===== src/rtl/vpu_req_arbiter.sv =====
// Round-robin front end for the shared VPU pipeline: grants one requester,
// forwards its latched payload, holds ownership until done or timeout.
module vpu_req_arbiter #(
  parameter int REQ_CNT        = 4,
  parameter int PAYLOAD_W      = 32,
  parameter int TIMEOUT_CYCLES = 1024,
  localparam int ID_W          = $clog2(REQ_CNT)
) (
  input  logic                           clk,
  input  logic                           rst_n,
  input  logic [REQ_CNT-1:0]             req_valid_i,
  output logic [REQ_CNT-1:0]             req_ready_o,
  input  logic [REQ_CNT*PAYLOAD_W-1:0]   req_payload_i,
  output logic                           vpu_req_valid_o,
  input  logic                           vpu_req_ready_i,
  output logic [PAYLOAD_W-1:0]           vpu_req_payload_o,
  input  logic                           vpu_done_i,
  output logic [REQ_CNT-1:0]             resp_valid_o,
  output logic                           resp_err_o,
  output logic                           busy_o,
  output logic [ID_W-1:0]                owner_o
);

  localparam int CNT_W = (TIMEOUT_CYCLES > 1) ? $clog2(TIMEOUT_CYCLES) : 1;
  localparam int SUM_W = ID_W + 1;

  localparam logic [1:0] S_IDLE  = 2'd0;
  localparam logic [1:0] S_ISSUE = 2'd1;
  localparam logic [1:0] S_BUSY  = 2'd2;

  logic [1:0]             r_state;
  logic [ID_W-1:0]        r_rr_ptr;
  logic [ID_W-1:0]        r_owner;
  logic [PAYLOAD_W-1:0]   r_payload;
  logic [CNT_W-1:0]       r_cnt;
  logic [REQ_CNT-1:0]     r_resp_valid;
  logic                   r_resp_err;

  logic [2*REQ_CNT-1:0]   w_rot;
  logic [SUM_W-1:0]       w_sum;
  logic                   w_found;
  logic [ID_W-1:0]        w_winner;
  logic [PAYLOAD_W-1:0]   w_sel_payload;
  logic                   w_timeout;
  logic                   w_finish;
  logic [ID_W-1:0]        w_owner_next;

  // Rotate the valid vector so bit 0 is the requester at rr_ptr, then take
  // the first set bit and map it back to an absolute index.
  always_comb begin
    w_rot         = {req_valid_i, req_valid_i} >> r_rr_ptr;
    w_found       = 1'b0;
    w_sum         = '0;
    w_winner      = '0;
    w_sel_payload = '0;
    for (int i = 0; i < REQ_CNT; i++) begin
      if (!w_found && w_rot[i]) begin
        w_found  = 1'b1;
        w_sum    = {1'b0, r_rr_ptr} + SUM_W'(i);
        w_winner = (w_sum >= SUM_W'(REQ_CNT)) ? ID_W'(w_sum - SUM_W'(REQ_CNT))
                                              : ID_W'(w_sum);
      end
    end
    for (int i = 0; i < REQ_CNT; i++) begin
      if (w_winner == ID_W'(i)) begin
        w_sel_payload = req_payload_i[i*PAYLOAD_W +: PAYLOAD_W];
      end
    end
  end

  assign w_timeout    = (TIMEOUT_CYCLES != 0) && (r_cnt == CNT_W'(TIMEOUT_CYCLES - 1));
  assign w_finish     = (r_state == S_BUSY) && (vpu_done_i || w_timeout);
  assign w_owner_next = (r_owner == ID_W'(REQ_CNT - 1)) ? '0 : r_owner + ID_W'(1);

  always_ff @(posedge clk or negedge rst_n) begin
    if (!rst_n) begin
      r_state      <= S_IDLE;
      r_rr_ptr     <= '0;
      r_owner      <= '0;
      r_payload    <= '0;
      r_cnt        <= '0;
      r_resp_valid <= '0;
      r_resp_err   <= 1'b0;
    end else begin
      r_resp_valid <= '0;
      r_resp_err   <= 1'b0;
      case (r_state)
        S_IDLE: begin
          if (w_found) begin
            r_payload <= w_sel_payload;
            r_owner   <= w_winner;
            r_state   <= S_ISSUE;
          end
        end
        S_ISSUE: begin
          if (vpu_req_ready_i) begin
            r_cnt   <= '0;
            r_state <= S_BUSY;
          end
        end
        S_BUSY: begin
          r_cnt <= r_cnt + CNT_W'(1);
          if (w_finish) begin
            // done has priority over a coincident timeout
            r_resp_valid <= REQ_CNT'(1) << r_owner;
            r_resp_err   <= ~vpu_done_i;
            r_rr_ptr     <= w_owner_next;
            r_state      <= S_IDLE;
          end
        end
        default: r_state <= S_IDLE;
      endcase
    end
  end

  assign req_ready_o       = ((r_state == S_IDLE) && w_found) ? (REQ_CNT'(1) << w_winner) : '0;
  assign vpu_req_valid_o   = (r_state == S_ISSUE);
  assign vpu_req_payload_o = r_payload;
  assign resp_valid_o      = r_resp_valid;
  assign resp_err_o        = r_resp_err;
  assign busy_o            = (r_state != S_IDLE);
  assign owner_o           = r_owner;

endmodule


===== config.mk =====
export PLATFORM = sky130hd
export DESIGN_NAME = vpu_req_arbiter
export DESIGN_NICKNAME = d
export VERILOG_FILES = /design/src/rtl/vpu_req_arbiter.sv
export SDC_FILE = /design/constraint.sdc
export NUM_CORES = 1
export LEC_CHECK = 0
export CORE_MARGIN = 2
export CORE_UTILIZATION = 39
export DETAILED_ROUTE_END_ITERATION = 10
export PLACE_DENSITY = 0.82
export SYNTH_ARGS = -nofsm -noshare
export SYNTH_HDL_FRONTEND = slang
export SYNTH_SLANG_ARGS = --single-unit

===== constraint.sdc =====
create_clock -name clk -period 2.15 [get_ports clk]
set_input_delay 0.215 -clock clk [delete_from_list [all_inputs] [get_ports clk]]
set_output_delay 0.215 -clock clk [all_outputs]
set_load 0.1 [all_outputs]

Yosys cells after proc, flatten, opt, wreduce, memory -nomap -nowiden. Cells that the tools add are included.

Add/sub/neg operators: 9. $mul: 0. Divide/modulo/power cells: 0. $lt $le $gt $ge: 4. Equal/unequal tests: 10. Shifts and indexed selects: 3. Muxes and demuxes: 28. Bitwise logic cells: 1. Reductions and logical operators: 17.

Operators by type and width (count): 2-to-1 mux 32 bit (4); 2-to-1 mux 2 bit (12); case mux 10 bit (2 select lines) (1); 2-to-1 mux 4 bit (3); adder 10 x 1 -> 10 bit (second input constant) (1); equality test 10 bit (second input constant) (1); 2-to-1 mux 10 bit (1); >= comparator 3 bit (second input constant) (3); equality test 2 bit (second input constant) (4); << shifter 1 x 2 -> 4 bit (first input constant) (2); right shift 8 x 2 -> 4 bit (1); subtractor 2 x 1 -> 2 bit (second input constant) (4); adder 2 x 2 -> 3 bit (second input constant) (2); 2-to-1 mux 1 bit (6); case mux 2 bit (3 select lines) (1); AND reduction 2 bit (3); logical AND 1 bit (5); equality test 2 x 1 -> 1 bit (second input constant) (2); logical NOT 2 bit (2); inequality test 2 bit (second input constant) (2); nonzero test 2 bit (2); adder 2 x 1 -> 3 bit (second input constant) (1); >= comparator 2 x 3 -> 1 bit (second input constant) (1); logical NOT 1 bit (3); 5 further kinds (5).

Bits in registers: 53. Latch bits: 0. RAM bits: 0. Bits in read-only memories: 0. Bits of input ports: 136. Memories: 0.

Longest topological paths before layout. Gate-level depths: netlist (run 1).

Word-level depth: 16. Gate-level depth with buffers: 7. Mapped depth without buffers: 5.

Least setup slack after synthesis (run 1). No wires, ideal clock.

Kind: register to output. Start point: register r_rr_ptr[1]. End point: output req_ready_o[1]. Arrival time: 2.733 ns. Path slack: -0.798 ns. Cell stages (with the launch flop): 7. Buffers on the path: 2. Cell sequence: dfrtp_1 > mux2i_1 > and2_1 > or4_1 > buf_2 > buf_6 > nor2_1.

Longest elaborated chain between the ends: 13.

Ends and longest elaborated chain: start, declared (line 32) `logic [ID_W-1:0] r_rr_ptr;`; start signal, assigned (line 107) `r_rr_ptr <= w_owner_next;`; branches (longest 12 deep; another with adder 2 x 1 -> 3 bit); 2-to-1 mux 4 bit * (line 116) `assign req_ready_o = ((r_state == S_IDLE) && w_found) ? (REQ_CNT'(1) << w_winner) : '0;`; end, declared (line 12) `output logic [REQ_CNT-1:0] req_ready_o,`.

Mark *: on every way between the ends.

Worst setup path after layout (run 1).
Start point: register r_state[1]. End point: output req_ready_o[3].

Longest elaborated chain between the ends: 3.

Ends and longest elaborated chain: start, declared (line 31) `logic [1:0] r_state;`; start signal, assigned (line 77) `r_state <= S_IDLE;`; start signal, assigned (line 92) `r_state <= S_ISSUE;`; start signal, assigned (line 98) `r_state <= S_BUSY;`; logical NOT 2 bit (line 116); logical AND 1 bit (line 116); 2-to-1 mux 4 bit (line 116).

No other way between the ends.

==> flow_summary.json, run 1 <==
{
  "cts_tree": "yes",
  "fmax_ghz": 0.463,
  "initial_core_util_pct": 40.8,
  "num_rows": 32,
  "clock-sinks": 53,
  "postRouteAntennaNets": 0,
  "drt_first_pass_iters": 4,
  "p_leak_nw": 2.38,
  "highest_layer": "met4",
  "yosysWarnings": 0,
  "seq_area_mm2": 0.00133,
  "setup_viol": 1,
  "antenna-diode-count": 0,
  "clk_pin_slew_ns": 0.09,
  "die_w_um": 94.3,
  "crit_arrival_ns": 1.94,
  "grt_pass1_wl_um": 16300,
  "syn_inst": 293,
  "fill_cells": 582,
  "peakVddDrop_mv": 1.14,
  "wl_met3_um": 877,
  "multiInputGateArea_mm2": 0.00179,
  "grt_use_total_pct": 23.3,
  "most-common-layout-cells": "clkdlybuf4s50_1 (134), mux2i_1 (65), buf_4 (60)",
  "path_cells": "nor2_1 -> o41ai_4 -> or4_4 -> nor2_4 -> buf_12",
  "cts_buffers": 5,
  "period_needed_ns": 2.16,
  "path_max_fanout": 4,
  "final_common_cell": "clkdlybuf4s50_1",
  "areaGrowthSynthToFinish_pct": 68.8,
  "grt_max_degree": 34,
  "powerDensity_mw_per_mm2": 1570,
  "vias_per_cell": 5.35,
  "syn-num-nets": 434,
  "slew_violations": 0,
  "core-area_mm2": 0.00781,
  "crit_buf_inv": 1,
  "first_iter_violations": 115,
  "io_pins": 181,
  "routed_wirelength_um": 10800,
  "end_kind": "primary output",
  "drive_gt1_share_pct": 23.8,
  "dp_hpwl_um": 8470,
  "cpLargestDelayFamily": "simple AND/OR/NAND/NOR gates",
  "final_hold_viol_count": 0,
  "maxCapViolations": 0,
  "stdcell_count": 586,
  "path_class": "flip-flop to primary output",
  "wl_met2_um": 5550,
  "worst_pin_slew_ns": 0.634,
  "pre_cts_ws_ns": -0.176,
  "whs_ns": 0.479,
  "critPathSlowestCell": "or4_4",
  "clk_path_buf_depth": 2,
  "die_y_um": 94.3,
  "crit_required_ns": 1.93,
  "drcViolationCount": 0,
  "fin_nets": 625,
  "ys_seq_elements": 53,
  "gr-total-overflow": 0,
  "dr_total_vias": 3138,
  "critical_path.max_stage_delay_ns": 0.50,
  "hp-class": "input pin to async pin",
  "cts_root_buf": "clkbuf_8",
  "yosysSeqAreaShare_pct": 41.7,
  "antenna_found_initial": 0,
  "worst-path-stages": 5,
  "place_congestion": 0.805,
  "wire_per_inst_um": 18.4,
  "rsz0062_at_grt": "true",
  "setup_slack_ns": -0.00805,
  "fin_worst_skew_ns": 0.00636,
  "synth_cell_types": 34,
  "violations": "setup timing",
  "cts_max_level": 2,
  "grt_pass1_vias": 3275,
  "start_kind": "flip-flop",
  "reg2reg_depth": 5,
  "clk_latency_ns": 0.30,
  "portBuffers": 180,
  "dp.cells": 575,
  "finalSetupTns_ns": -0.00805,
  "finalPower_mw": 8.42,
  "status": "complete, but fails checks",
  "netlist_area_mm2": 0.00318,
  "slew_headroom_pct": 57.8,
  "wl_met1_um": 4170,
  "dieArea_mm2": 0.00890,
  "avgSynthCellArea_um2": 10.9,
  "fin_crit_sh_pct": 100
}
registers in the layout (all words and copies together), names as in the netlist:
signal	flops
vpu_req_payload_o	32
resp_err_o	1
r_rr_ptr	2
r_cnt	10
r_state	2
owner_o	2
resp_valid_o	4
metrics by stage:
step	utilization, %	area, um^2
after floorplan	-	3220
after global placement	66.7	5200
after detailed placement	66.7	5200
after CTS	68.4	5340
after global routing	68.8	5370
final	68.8	5370
per-layer routing:
layer	vias to the layer above	global-route usage (%)
li1	1473	-
met1	1526	28.3
met2	122	42.3
met3	17	5.03
met4	0	5.68
met5	-	0
timing repair:
item / CTS / global route
buffers inserted: 0 / 2
hold buffers: 1 / 0
gates cloned: 1 / 0
endpoints found under the setup margin: 4 / 4
resized for setup: 3 / 2
pin swaps: 0 / 1
hold endpoints to repair: 25 / 0
cell usage after synthesis (all sizes together):
master / n / area (um^2)
o21ai: 20 / 100
o41ai: 1 / 8.76
nand2: 42 / 158
buf: 16 / 100
o31ai: 1 / 7.51
o221ai: 32 / 449
nor2: 9 / 33.8
mux2i: 65 / 651
and4: 1 / 8.76
and2: 2 / 12.5
a31oi: 4 / 25.0
a22o: 1 / 8.76
clkbuf: 6 / 22.5
or4: 1 / 7.51
a41o: 1 / 10.0
dfrtp: 53 / 1330
nor3: 1 / 5.00
nand3: 2 / 10.0
a21oi: 5 / 25.0
nor2b: 3 / 18.8
inv: 6 / 22.5
a2bb2oi: 1 / 8.76
and3: 7 / 43.8
nand2b: 1 / 6.26
nand4: 3 / 18.8
nand3b: 1 / 7.51
ha: 5 / 62.6
or2: 1 / 6.26
mux2: 1 / 11.3
nor3b: 1 / 7.51
worst register-to-register path, cell delays in order, from the launching register on:
cell and delay [ns]:
dfrtp_1 0.45, and3_1 0.25, and4_1 0.26, a41o_1 0.31, and2_1 0.21, mux2_2 0.34
power breakdown:
group,switching [mW],internal [mW],total [mW]
sequential,0.255,1.38,1.64
combinational,4.28,1.93,6.21
clock,0.312,0.257,0.569
worst paths after layout:
| check | slack (ns) | startpoint | end |
|---|---|---|---|
| min | 0.48 | rst_n | vpu_req_payload_o[15] |
| min in group clk | 0.49 | vpu_done_i | resp_err_o |
| max | -0.008 | r_state[1] | req_ready_o[3] |
| max reg2reg | 0.22 | r_cnt[3] | r_rr_ptr[1] |
| min reg2reg | 0.50 | vpu_req_payload_o[26] | vpu_req_payload_o[26] |
| max in group asynchronous | 1.09 | rst_n | vpu_req_payload_o[6] |
cell families after synthesis:
| logic type | synth area share [%] |
|---|---|
| AND/OR/NAND/NOR | 10.8 |
| AO/OA/AOI/OAI | 20.2 |
| multiplexers | 20.8 |
| flip-flops | 41.7 |
| buffers and inverters | 4.56 |
| adder cells (fa/ha/maj) | 1.97 |
area by class of cell:
type                       instances  share of cell area, %
tap                              102                   2.38
clock buffer                       7                   1.61
multi-input combinational        212                   33.3
inverter                           6                  0.419
timing repair buffer             206                   37.6
sequential                        53                   24.7
Power figures use the tool's default switching activity.
==> run 2, diff against run 1 <==
- RECOVER_POWER: default -> 25
==> flow_summary.json, run 2 (synthesis results as in run 1) <==
{
  "peakVddDrop_mv": 1.14,
  "p_leak_nw": 2.38,
  "utilization_pct": 68.8,
  "dp_hpwl_um": 8470,
  "dieArea_mm2": 0.00890,
  "worst_pin_slew_ns": 1.51,
  "io_pins": 181,
  "violations": "capacitance limit, slew limit, setup timing",
  "cts_root_buf": "clkbuf_8",
  "first_iter_violations": 119,
  "antenna-diode-count": 0,
  "grt_max_degree": 34,
  "initial_core_util_pct": 40.8,
  "stdcell_count": 586,
  "ff2ff_setup_slack_ns": 0.22,
  "fin_area_mm2": 0.00537,
  "fin_worst_skew_ns": 0.00670,
  "drt_first_pass_iters": 4,
  "die_w_um": 94.3,
  "setup_slack_ns": -0.0102,
  "cts_max_level": 2,
  "grt_pass1_vias": 3275,
  "worst-path-stages": 5,
  "fin_crit_sh_pct": 100,
  "cts_buffers": 5,
  "path_class": "flip-flop to primary output",
  "areaGrowthSynthToFinish_pct": 68.7,
  "pwr-share-comb_pct": 73.8,
  "place_congestion": 0.805,
  "most-common-layout-cells": "clkdlybuf4s50_1 (134), mux2i_1 (65), buf_4 (60)",
  "clk_pin_slew_ns": 0.09,
  "reg2reg_depth": 5,
  "end_kind": "primary output",
  "rsz0062_at_grt": "true",
  "gr-total-overflow": 0,
  "sequentialPowerShare_pct": 19.5,
  "critPathSlowestCell": "or4_4",
  "core-area_mm2": 0.00781,
  "critical_path.max_stage_delay_ns": 0.50,
  "final_common_cell": "clkdlybuf4s50_1",
  "setup_viol": 1,
  "clk_path_buf_depth": 2,
  "clk_latency_ns": 0.30,
  "r2r_end": "r_rr_ptr[1]",
  "crit_start": "r_state[1]",
  "largest_register_ffs": 32,
  "crit_arrival_ns": 1.95,
  "drcViolationCount": 0,
  "dr_total_vias": 3131,
  "clock-sinks": 53,
  "antenna_found_initial": 0,
  "die_y_um": 94.3,
  "drive_gt1_share_pct": 23.6,
  "crit_required_ns": 1.93,
  "grt_pass1_wl_um": 16300,
  "p_int_mw": 3.57,
  "grt_use_total_pct": 23.3,
  "crit_buf_inv": 1,
  "p_sw_mw": 4.85,
  "finalSetupTns_ns": -0.0102,
  "slew_violations": 26,
  "fin_nets": 625,
  "power.clock.fraction_pct": 6.7,
  "path_max_fanout": 4,
  "dp.cells": 575,
  "vias_per_cell": 5.34,
  "maxCapViolations": 1,
  "cpLargestDelayFamily": "simple AND/OR/NAND/NOR gates",
  "hp-class": "input pin to flip-flop",
  "cts_tree": "yes",
  "slew_headroom_pct": -0.941,
  "path_cells": "nor2_1 -> o41ai_4 -> or4_4 -> nor2_4 -> buf_12",
  "portBuffers": 180,
  "postRouteAntennaNets": 0,
  "wire_per_inst_um": 18.4,
  "worstSetupEndpoint": "req_ready_o[3]",
  "status": "complete, but fails checks",
  "dpl_cell_area_mm2": 0.00520,
  "powerDensity_mw_per_mm2": 1570,
  "final_hold_viol_count": 0,
  "fmax_ghz": 0.463,
  "period_needed_ns": 2.16,
  "finalPower_mw": 8.42,
  "routed_wirelength_um": 10800,
  "swShare_pct": 57.6,
  "num_rows": 32,
  "start_kind": "flip-flop",
  "r2r-start": "r_cnt[3]"
}
## run 2: cell count changes in the layout (fill, tap and decap cells not counted), sizes merged
cell    delta
buf        -1
clkbuf     +1
## run 2: cell type report
type,count,area (um^2)
sequential,53,1330
tap,102,128
clock buffer,7,86.3
multi-input combinational,212,1790
fill,582,2440
inverter,6,22.5
timing repair buffer,206,2020
## run 2: power by group through the flow
stage | clock network [mW] | registers [mW] | logic, mW
finish | 0.568 | 1.64 | 6.21
global route | 0.626 | 1.69 | 6.48
CTS | 0.579 | 1.64 | 6.20
detailed placement | 0 | 1.66 | 6.10
global placement | 0 | 1.64 | 5.99
floorplan | 0 | 3.88 | 2.22
## run 2: worst register-to-register path, cell delays in order, from the launching register on
cell	delay (ns)
dfrtp_1	0.45
and3_1	0.25
and4_1	0.26
a41o_1	0.31
and2_1	0.21
mux2_2	0.34
## run 2: metal layers
layer,routed length [um],GRT usage [%],vias to the layer above,part of all wire [%]
li1,-,-,1473,-
met1,4140,28.3,1516,38
met2,5590,42.3,125,52
met3,883,5.03,17,8.2
met4,190,5.68,0,1.8
met5,0,0,-,0
## run 2: what timing repair did
action	4_1_cts	5_1_grt
setup buffers	0	2
setup endpoints to repair	4	4
pin swaps	0	1
hold buffers	1	0
resized for setup	3	2
gates cloned	1	0
endpoints found under the hold margin	25	0
## run 2: how the worst min path moves through the flow
stage	start	to	slack, ns	cells past startpoint
2_1_floorplan	rst_n	owner_o[0]	-0.08	0
3_3_place_gp	rst_n	vpu_req_payload_o[2]	0.26	1
3_5_place_dp	rst_n	vpu_req_payload_o[2]	0.26	1
4_1_cts	rst_n	vpu_req_payload_o[1]	0.49	2
5_1_grt	vpu_done_i	resp_err_o	0.49	2
6_report	vpu_done_i	resp_err_o	0.49	2
## run 2: per-stage QoR
stage               hold slack (ns)  worst slack (ns)
CTS                           0.487           0.00484
floorplan                   -0.0806            -0.290
global placement              0.264            -0.121
global route                  0.485           -0.0951
finish                        0.493           -0.0102
detailed placement            0.261            -0.176
